==> config.mk <==
export PLATFORM = sky130hd
export DESIGN_NAME = eth_rx_led_monitor
export DESIGN_NICKNAME = d
export VERILOG_FILES = /design/src/rtl/eth_rx_led_monitor.sv
export SDC_FILE = /design/constraint.sdc
export NUM_CORES = 1
export LEC_CHECK = 0
export BUFFER_PORTS_ARGS = -buffer_cell sky130_fd_sc_hd__buf_4
export CAP_MARGIN = 40
export CORE_MARGIN = 3
export CORE_UTILIZATION = 40
export DETAILED_ROUTE_END_ITERATION = 8
export PLACE_DENSITY = 0.58
export SLEW_MARGIN = 10
export SYNTH_ARGS = -nofsm -noshare
export SYNTH_HDL_FRONTEND = slang
export SYNTH_SLANG_ARGS = --single-unit
==> constraint.sdc <==
create_clock -name eth_rx_clk -period 2.8 [get_ports eth_rx_clk]
set_clock_uncertainty 0.2 [all_clocks]
set_input_delay 0.28 -clock eth_rx_clk [delete_from_list [all_inputs] [get_ports eth_rx_clk]]
set_output_delay 0.28 -clock eth_rx_clk [all_outputs]
set_load 0.01 [all_outputs]
==> src/rtl/eth_rx_led_monitor.sv <==
// MII receive monitor: preamble/SFD tracking, byte assembly, good/errored frame
// counters and a mode-selected LED display with activity/error stretchers.
module eth_rx_led_monitor #(
  parameter int LED_W       = 4,
  parameter int BYTE_IDX    = 14,
  parameter int STRETCH_CYC = 2500000
) (
  input  logic             eth_rx_clk,
  input  logic             rst,
  input  logic             eth_rx_dv,
  input  logic             eth_rx_er,
  input  logic [3:0]       eth_rxd,
  input  logic [1:0]       mode,
  output logic [7:0]       rx_byte,
  output logic             rx_byte_valid,
  output logic             frame_done,
  output logic [LED_W-1:0] led
);

  typedef enum logic [1:0] {IDLE, PRE, DATA, DROP} state_t;

  localparam int             SW         = $clog2(STRETCH_CYC + 1);
  localparam logic [SW-1:0]  STRETCH_LD = SW'(STRETCH_CYC);
  localparam logic [7:0]     CAP_IDX    = 8'(BYTE_IDX);

  state_t        state_q;
  logic [1:0]    pre_cnt_q;
  logic          phase_q;
  logic [3:0]    low_nib_q;
  logic [7:0]    idx_q;
  logic          frm_err_q;
  logic [7:0]    rx_byte_q;
  logic          rx_byte_valid_q;
  logic          frame_done_q;
  logic [7:0]    cap_byte_q;
  logic [7:0]    good_cnt_q;
  logic [7:0]    err_cnt_q;
  logic [3:0]    last_nib_q;
  logic [SW-1:0] act_q, act_d;
  logic [SW-1:0] errs_q, errs_d;
  logic [LED_W-1:0] led_q, led_d;

  logic frame_end;
  logic frame_bad;

  // Handshake: rx_byte is meaningful only in the clock where rx_byte_valid is
  // high; there is no backpressure, every strobe must be consumed immediately.
  assign rx_byte       = rx_byte_q;
  assign rx_byte_valid = rx_byte_valid_q;
  assign frame_done    = frame_done_q;
  assign led           = led_q;

  // A frame that ends on an odd nibble count is treated as errored.
  assign frame_end = (state_q == DATA) && !eth_rx_dv;
  assign frame_bad = frm_err_q | eth_rx_er | phase_q;

  always_ff @(posedge eth_rx_clk or posedge rst) begin
    if (rst) begin
      state_q         <= IDLE;
      pre_cnt_q       <= 2'd0;
      phase_q         <= 1'b0;
      low_nib_q       <= 4'd0;
      idx_q           <= 8'd0;
      frm_err_q       <= 1'b0;
      rx_byte_q       <= 8'd0;
      rx_byte_valid_q <= 1'b0;
      frame_done_q    <= 1'b0;
      cap_byte_q      <= 8'd0;
      good_cnt_q      <= 8'd0;
      err_cnt_q       <= 8'd0;
      last_nib_q      <= 4'd0;
    end else begin
      rx_byte_valid_q <= 1'b0;
      frame_done_q    <= 1'b0;
      if (eth_rx_dv) last_nib_q <= eth_rxd;
      case (state_q)
        IDLE: begin
          if (eth_rx_dv) begin
            if (eth_rxd == 4'h5) begin
              state_q   <= PRE;
              pre_cnt_q <= 2'd1;
            end else begin
              state_q <= DROP;
            end
          end
        end
        PRE: begin
          if (!eth_rx_dv) begin
            state_q <= IDLE;
          end else if (eth_rxd == 4'h5) begin
            if (pre_cnt_q != 2'd2) pre_cnt_q <= pre_cnt_q + 2'd1;
          end else if (eth_rxd == 4'hD && pre_cnt_q == 2'd2) begin
            state_q   <= DATA;
            phase_q   <= 1'b0;
            idx_q     <= 8'd0;
            frm_err_q <= 1'b0;
          end else begin
            state_q <= DROP;
          end
        end
        DATA: begin
          if (eth_rx_er) frm_err_q <= 1'b1;
          if (!eth_rx_dv) begin
            state_q      <= IDLE;
            frame_done_q <= 1'b1;
            if (frame_bad) err_cnt_q  <= err_cnt_q + 8'd1;
            else           good_cnt_q <= good_cnt_q + 8'd1;
          end else if (!phase_q) begin
            low_nib_q <= eth_rxd;
            phase_q   <= 1'b1;
          end else begin
            rx_byte_q       <= {eth_rxd, low_nib_q};
            rx_byte_valid_q <= 1'b1;
            phase_q         <= 1'b0;
            if (idx_q == CAP_IDX) cap_byte_q <= {eth_rxd, low_nib_q};
            if (idx_q != 8'hFF)   idx_q      <= idx_q + 8'd1;
          end
        end
        default: begin
          if (!eth_rx_dv) state_q <= IDLE;
        end
      endcase
    end
  end

  always_comb begin
    act_d  = (act_q  != '0) ? act_q  - SW'(1) : act_q;
    errs_d = (errs_q != '0) ? errs_q - SW'(1) : errs_q;
    if (frame_end && !frame_bad) act_d  = STRETCH_LD;
    if (frame_end &&  frame_bad) errs_d = STRETCH_LD;
  end

  // Legacy mode mirrors the live nibble and falls back to the last valid one.
  always_comb begin
    led_d = '0;
    case (mode)
      2'd0:    led_d[3:0] = eth_rx_dv ? eth_rxd : last_nib_q;
      2'd1:    led_d      = cap_byte_q[LED_W-1:0];
      2'd2:    led_d      = good_cnt_q[LED_W-1:0];
      default: begin
        led_d[0]   = (act_q != '0);
        led_d[1]   = (errs_q != '0);
        led_d[3:2] = err_cnt_q[1:0];
      end
    endcase
  end

  always_ff @(posedge eth_rx_clk or posedge rst) begin
    if (rst) begin
      act_q  <= '0;
      errs_q <= '0;
      led_q  <= '0;
    end else begin
      act_q  <= act_d;
      errs_q <= errs_d;
      led_q  <= led_d;
    end
  end

endmodule

======== Word level (Yosys, flattened, before mapping) ========
Index checks and enable logic that the tools add are counted.
word-level totals
  bits in registers ....................... 100
  logic and storage cells ................. 113
operators by class
  bitwise gates (word level) .............. 5
  equal/unequal tests ..................... 23
  add/sub/neg operators ................... 6
  reductions and logical operators ........ 24
  mux-type cells .......................... 39
operator list
  kind                   count
  $mux 22                4
  $mux 8                 6
  $reduce_bool 22->1     2
  $sub 22x1->22 const B  2
  $add 8x1->8 const B    3
  $ne 2x2->1 const B     11
  $mux 2                 10
  $pmux 8 s2             1
  $reduce_and 3->1       5
  $mux 1                 12
  $pmux 4 s3             1
  $reduce_and 5->1       2
  $eq 8x4->1 const B     1
  $ne 8x8->1 const B     1
  $pmux 2 s2             2
  $reduce_bool 2->1      4
  $reduce_and 7->1       1
  $eq 2x2->1 const B     3
  $reduce_and 6->1       1
  $eq 2x1->1 const B     2
  $eq 4x3->1 const B     1
  $eq 4x4->1 const B     1
  $logic_and 1x1->1      4
  $logic_not 2->1        2
  other kinds (10)       15

======== Longest topological paths before layout ========
  word-level depth ........................ 6
  mapped depth ............................ 8
  gate-level depth less buffers ........... 7

======== Least setup slack after synthesis ========
OpenSTA, ideal clock, no wires.
  path type ............................... flip-flop to flip-flop
  start ................................... reg act_q[3]
  end ..................................... reg act_q[10]
  setup slack ............................. 488 ps
  data arrival time ....................... 1976 ps
  setup time .............................. 135 ps
  cell stages (with the launch flop) ...... 7
  clock period less this slack ............ 2312 ps
  path buffers ............................ 1
  cells stage by stage .................... dfrtp_1 or4_4 or3_1 buf_4 a2111oi_4 xnor2_1 nand2_1
on the way
  cells in the longest elaborated chain, start to end .. 3
ends and longest elaborated chain
  element                 line  source
  from (decl)             39    logic [SW-1:0] act_q, act_d;
  from (signal assigned)  154   act_q <= act_d;
  $sub 22x1->22           127   act_d = (act_q != '0) ? act_q - SW'(1) : act_q;
  $mux 22                 127
  $mux 22                 129   if (frame_end && !frame_bad) act_d = STRETCH_LD;
Parallel ways exist; a longest one is shown, timed or not. The select of a mux whose other input is x is not followed.
A chain may end at the register's enable or synchronous reset.

======== Final worst setup path ========
  start ................................... reg errs_q[3]
  end ..................................... reg errs_q[18]
on the way
  cells in the longest elaborated chain, start to end .. 3
ends and longest elaborated chain
  element                 line  source
  from (decl)             40    logic [SW-1:0] errs_q, errs_d;
  from (signal assigned)  155   errs_q <= errs_d;
  $sub 22x1->22           128   errs_d = (errs_q != '0) ? errs_q - SW'(1) : errs_q;
  $mux 22                 128
  $mux 22                 130   if (frame_end && frame_bad) errs_d = STRETCH_LD;
Parallel ways exist; a longest one is shown, timed or not. The select of a mux whose other input is x is not followed.

==> tab_implementation.tex <==
\begin{tabular}{lr}
\hline
Metric & Value \\
\hline
\multicolumn{2}{l}{\textbf{Status}} \\
Status & finished clean \\
\multicolumn{2}{l}{\textbf{Finish}} \\
Most common cell after layout, fill and taps aside & sky130\_fd\_sc\_hd\_\_dfrtp\_1 \\
Net count reported at finish & 482 \\
Fraction of final layout cells sized beyond drive strength 1 & 0.161 \\
Commonest cells after routing, fill and taps aside & sky130\_fd\_sc\_hd\_\_dfrtp\_1 (90), sky130\_fd\_sc\_hd\_\_nand2\_1 (55), sky130\_fd\_sc\_hd\_\_nor2\_1 (44) \\
Area Overhead vs Synth & 14.4\% \\
Final std cells w/o fill & 607 \\
Antenna diode instance count & 0 \\
\multicolumn{2}{l}{\textbf{GRT}} \\
Wire length of the first global-routing pass & 15400 um \\
Vias in the first global route & 3198 \\
Maximum number of pins on one net before global-route repair & 91 \\
Total congestion overflow after global routing & 0 \\
Total routing resource utilization after global routing & 0.152 \\
Antenna violations before repair & 0 \\
\multicolumn{2}{l}{\textbf{CTS}} \\
H-tree depth & 3 \\
Clock Tree Root & sky130\_fd\_sc\_hd\_\_clkbuf\_8 \\
Buffer depth of the longest clock path & 2 \\
CTS tree & yes \\
Clock latency on the worst-skew pair & 0.36 ns \\
TritonCTS Buffers & 9 \\
Clock-pin slew on the worst setup and hold paths & 0.09 ns \\
Clock net sink count & 90 \\
Post-CTS setup repair buffer count & 0 \\
\multicolumn{2}{l}{\textbf{Critical path}} \\
Worst Path Max Fanout & 8 \\
Data arrival time at the worst-slack endpoint & 2.53 ns \\
Required arrival time at the worst endpoint & 2.82 ns \\
Type of origin of the critical path & flip-flop \\
Setup crit end kind & flip-flop \\
Worst Setup Path Type & flip-flop to flip-flop \\
\multicolumn{2}{l}{\textbf{Synthesis}} \\
Synthesis warning total & 0 \\
Total standard cell area after synthesis & 4390 um\^{}2 \\
Number of nets produced by synthesis & 447 \\
Number of distinct library cell variants in the gate-level netlist after synthesis & 54 \\
Mapped Avg Cell Area & 10.2 um\^{}2 \\
Main synth FF type & sky130\_fd\_sc\_hd\_\_dfrtp\_1 \\
Count of mapped cells out of synthesis & 431 \\
Fraction of synthesis flops using an asynchronous set or reset pin & 1.00 \\
Number of synthesized flops with an enable pin & 0 \\
Part of the Yosys area used for sequential elements & 0.513 \\
Flop and latch count out of synthesis & 90 \\
\multicolumn{2}{l}{\textbf{Job}} \\
\# Max-Cap Violations & 0 \\
\multicolumn{2}{l}{\textbf{Place}} \\
Number of input and output port buffers inserted & 23 \\
Number of placed cells counting well taps & 585 \\
Sum of net half-perimeters after detailed placement & 6040 um \\
Global placer's final weighted congestion & 0.752 \\
\multicolumn{2}{l}{\textbf{Floorplanning}} \\
Core area & 10500 um\^{}2 \\
Number of cell rows & 37 \\
Horizontal extent of the die & 111 um \\
Die height & 111 um \\
Die Area & 12300 um\^{}2 \\
Initial core utilization & 0.418 \\
I/O pin count & 24 \\
\multicolumn{2}{l}{\textbf{Detailed routing}} \\
Number of detailed-routing iterations run before antenna repair & 4 \\
Total via count after detailed routing & 3256 \\
DR iter-0 viols & 125 \\
Remaining antenna violation count & 0 \\
Routed Wire Length & 8790 um \\
Avg Vias per Cell & 5.36 \\
Average detailed-routed wire length per instance & 14.5 um \\
DRC violation count after routing & 0 \\
\multicolumn{2}{l}{\textbf{STA}} \\
Number of endpoints with negative hold slack in the final report & 0 \\
Fin Hold WS & 0.0254 ns \\
Transition time of the tightest slew-check pin & 0.713 ns \\
Crit path time final & 2.51 ns \\
Max transition margin & 0.524 \\
Number of pins exceeding their max-slew limit in the final report & 0 \\
Setup tns final & 0 ns \\
Max Freq & 398 MHz \\
RSZ-0062 raised after global routing & no \\
Post-route fraction of the period consumed by the critical path & 0.896 \\
Setup-violating endpoint count in the final report & 0 \\
\multicolumn{2}{l}{\textbf{Pwr}} \\
Total power & 3.57 mW \\
Leakage power figure & 2.03 nW \\
Max IR drop VDD & 0.309 mV \\
Pwr dens & 710 nW/um\^{}2 \\
\multicolumn{2}{l}{\textbf{Worst hold path}} \\
Worst min path class & input pin to flip-flop \\
\hline
\end{tabular}
## cell type report
class                   instances  area [um^2]
clock inverters                 6         72.6
repair buffers                 36          298
inverters                      13         52.6
fillers                       976         5490
flip-flops and latches         90         2250
clock buffers                  10          138
multi-input cells             316         2040
well taps                     136          170
## state kept, by name, summed over array words and instances (netlist names), 8 cells and up
signal,flops
act_q,22
errs_q,22
idx_q,8
rx_byte,8
## worst max-delay path, stage by stage, from the launching register on
cell and delay, ns:
sky130_fd_sc_hd__dfrtp_1 0.43, sky130_fd_sc_hd__or4_1 0.68, sky130_fd_sc_hd__nor4_4 0.53, sky130_fd_sc_hd__nor4b_2 0.31, sky130_fd_sc_hd__xnor2_1 0.16, sky130_fd_sc_hd__nand2_1 0.07
## timing repair
item                                    in CTS  in global routing
resized for setup                            0                  0
endpoints found under the hold margin      100                  0
hold buffers                                 6                  0
endpoints found under the setup margin       0                  0
## worst paths after layout
path                          startpoint       endpoint  slack (ns)  cells past startpoint
min in group asynchronous            rst       act_q[3]        0.35                      4
max in group asynchronous            rst      act_q[20]        1.59                      4
min reg2reg                good_cnt_q[3]  good_cnt_q[3]        0.28                      1
max reg2reg                    errs_q[3]     errs_q[18]        0.29                      5
max                            errs_q[3]     errs_q[18]        0.29                      5
min                            eth_rx_er      frm_err_q        0.03                      3
## metal layers
| layer | routed length (um) | vias to the layer above | share of wire | global-route usage |
|---|---|---|---|---|
| li1 | - | 1611 | - | - |
| met1 | 4330 | 1589 | 0.49 | 0.211 |
| met2 | 4120 | 48 | 0.47 | 0.239 |
| met3 | 254 | 8 | 0.029 | 0.0344 |
| met4 | 88 | 0 | 0.010 | 0.0452 |
| met5 | 0 | - | 0 | 0 |
## logic make-up (layout without fill, tap and decap cells)
| logic type | count (synthesis) | after routing | synth area share |
|---|---|---|---|
| compound gates | 59 | 59 | 0.0926 |
| xor+xnor | 30 | 30 | 0.0598 |
| fa+ha+maj | 6 | 6 | 0.0171 |
| buf+inv | 25 | 65 | 0.0228 |
| flops | 90 | 90 | 0.513 |
| mux | 18 | 18 | 0.0504 |
| simple gates | 203 | 203 | 0.245 |
## power breakdown
part,switching [mW],internal (mW)
clock,0.494,0.447
sequential,0.255,1.58
combinational,0.393,0.395
## synth_stat cells, types with 2 or more instances
cell | instances | area (um^2)
sky130_fd_sc_hd__a211oi_1 | 6 | 45.0
sky130_fd_sc_hd__a21oi_1 | 17 | 85.1
sky130_fd_sc_hd__a31oi_1 | 2 | 12.5
sky130_fd_sc_hd__and2_1 | 3 | 18.8
sky130_fd_sc_hd__buf_2 | 2 | 10.0
sky130_fd_sc_hd__clkbuf_1 | 9 | 33.8
sky130_fd_sc_hd__dfrtp_1 | 90 | 2250
sky130_fd_sc_hd__ha_1 | 6 | 75.1
sky130_fd_sc_hd__inv_1 | 12 | 45.0
sky130_fd_sc_hd__mux2_2 | 13 | 146
sky130_fd_sc_hd__mux2i_1 | 3 | 30.0
sky130_fd_sc_hd__mux4_2 | 2 | 45.0
sky130_fd_sc_hd__nand2_1 | 55 | 206
sky130_fd_sc_hd__nand2b_1 | 3 | 18.8
sky130_fd_sc_hd__nand3_1 | 13 | 65.1
sky130_fd_sc_hd__nand3b_1 | 5 | 37.5
sky130_fd_sc_hd__nand4_1 | 8 | 50.1
sky130_fd_sc_hd__nand4b_1 | 2 | 17.5
sky130_fd_sc_hd__nor2_1 | 44 | 165
sky130_fd_sc_hd__nor2b_1 | 5 | 31.3
sky130_fd_sc_hd__nor3_1 | 13 | 65.1
sky130_fd_sc_hd__nor3_2 | 2 | 20.0
sky130_fd_sc_hd__nor4_1 | 11 | 68.8
sky130_fd_sc_hd__o211ai_1 | 2 | 15.0
sky130_fd_sc_hd__o21ai_0 | 19 | 95.1
sky130_fd_sc_hd__o31ai_1 | 3 | 22.5
sky130_fd_sc_hd__o32ai_1 | 2 | 17.5
sky130_fd_sc_hd__or3_1 | 15 | 93.8
sky130_fd_sc_hd__or4_1 | 11 | 82.6
sky130_fd_sc_hd__xnor2_1 | 21 | 184
sky130_fd_sc_hd__xor2_1 | 9 | 78.8
## stage by stage
stage	cell area, um^2	setup slack [ns]	util
finish	5020	0.291	0.478
global route	5020	0.114	0.478
CTS	5020	0.296	0.478
detailed placement	4750	0.309	0.452
global placement	4750	0.346	0.452
floorplan	4400	0.488	-
(Power assumes the default switching activity.)
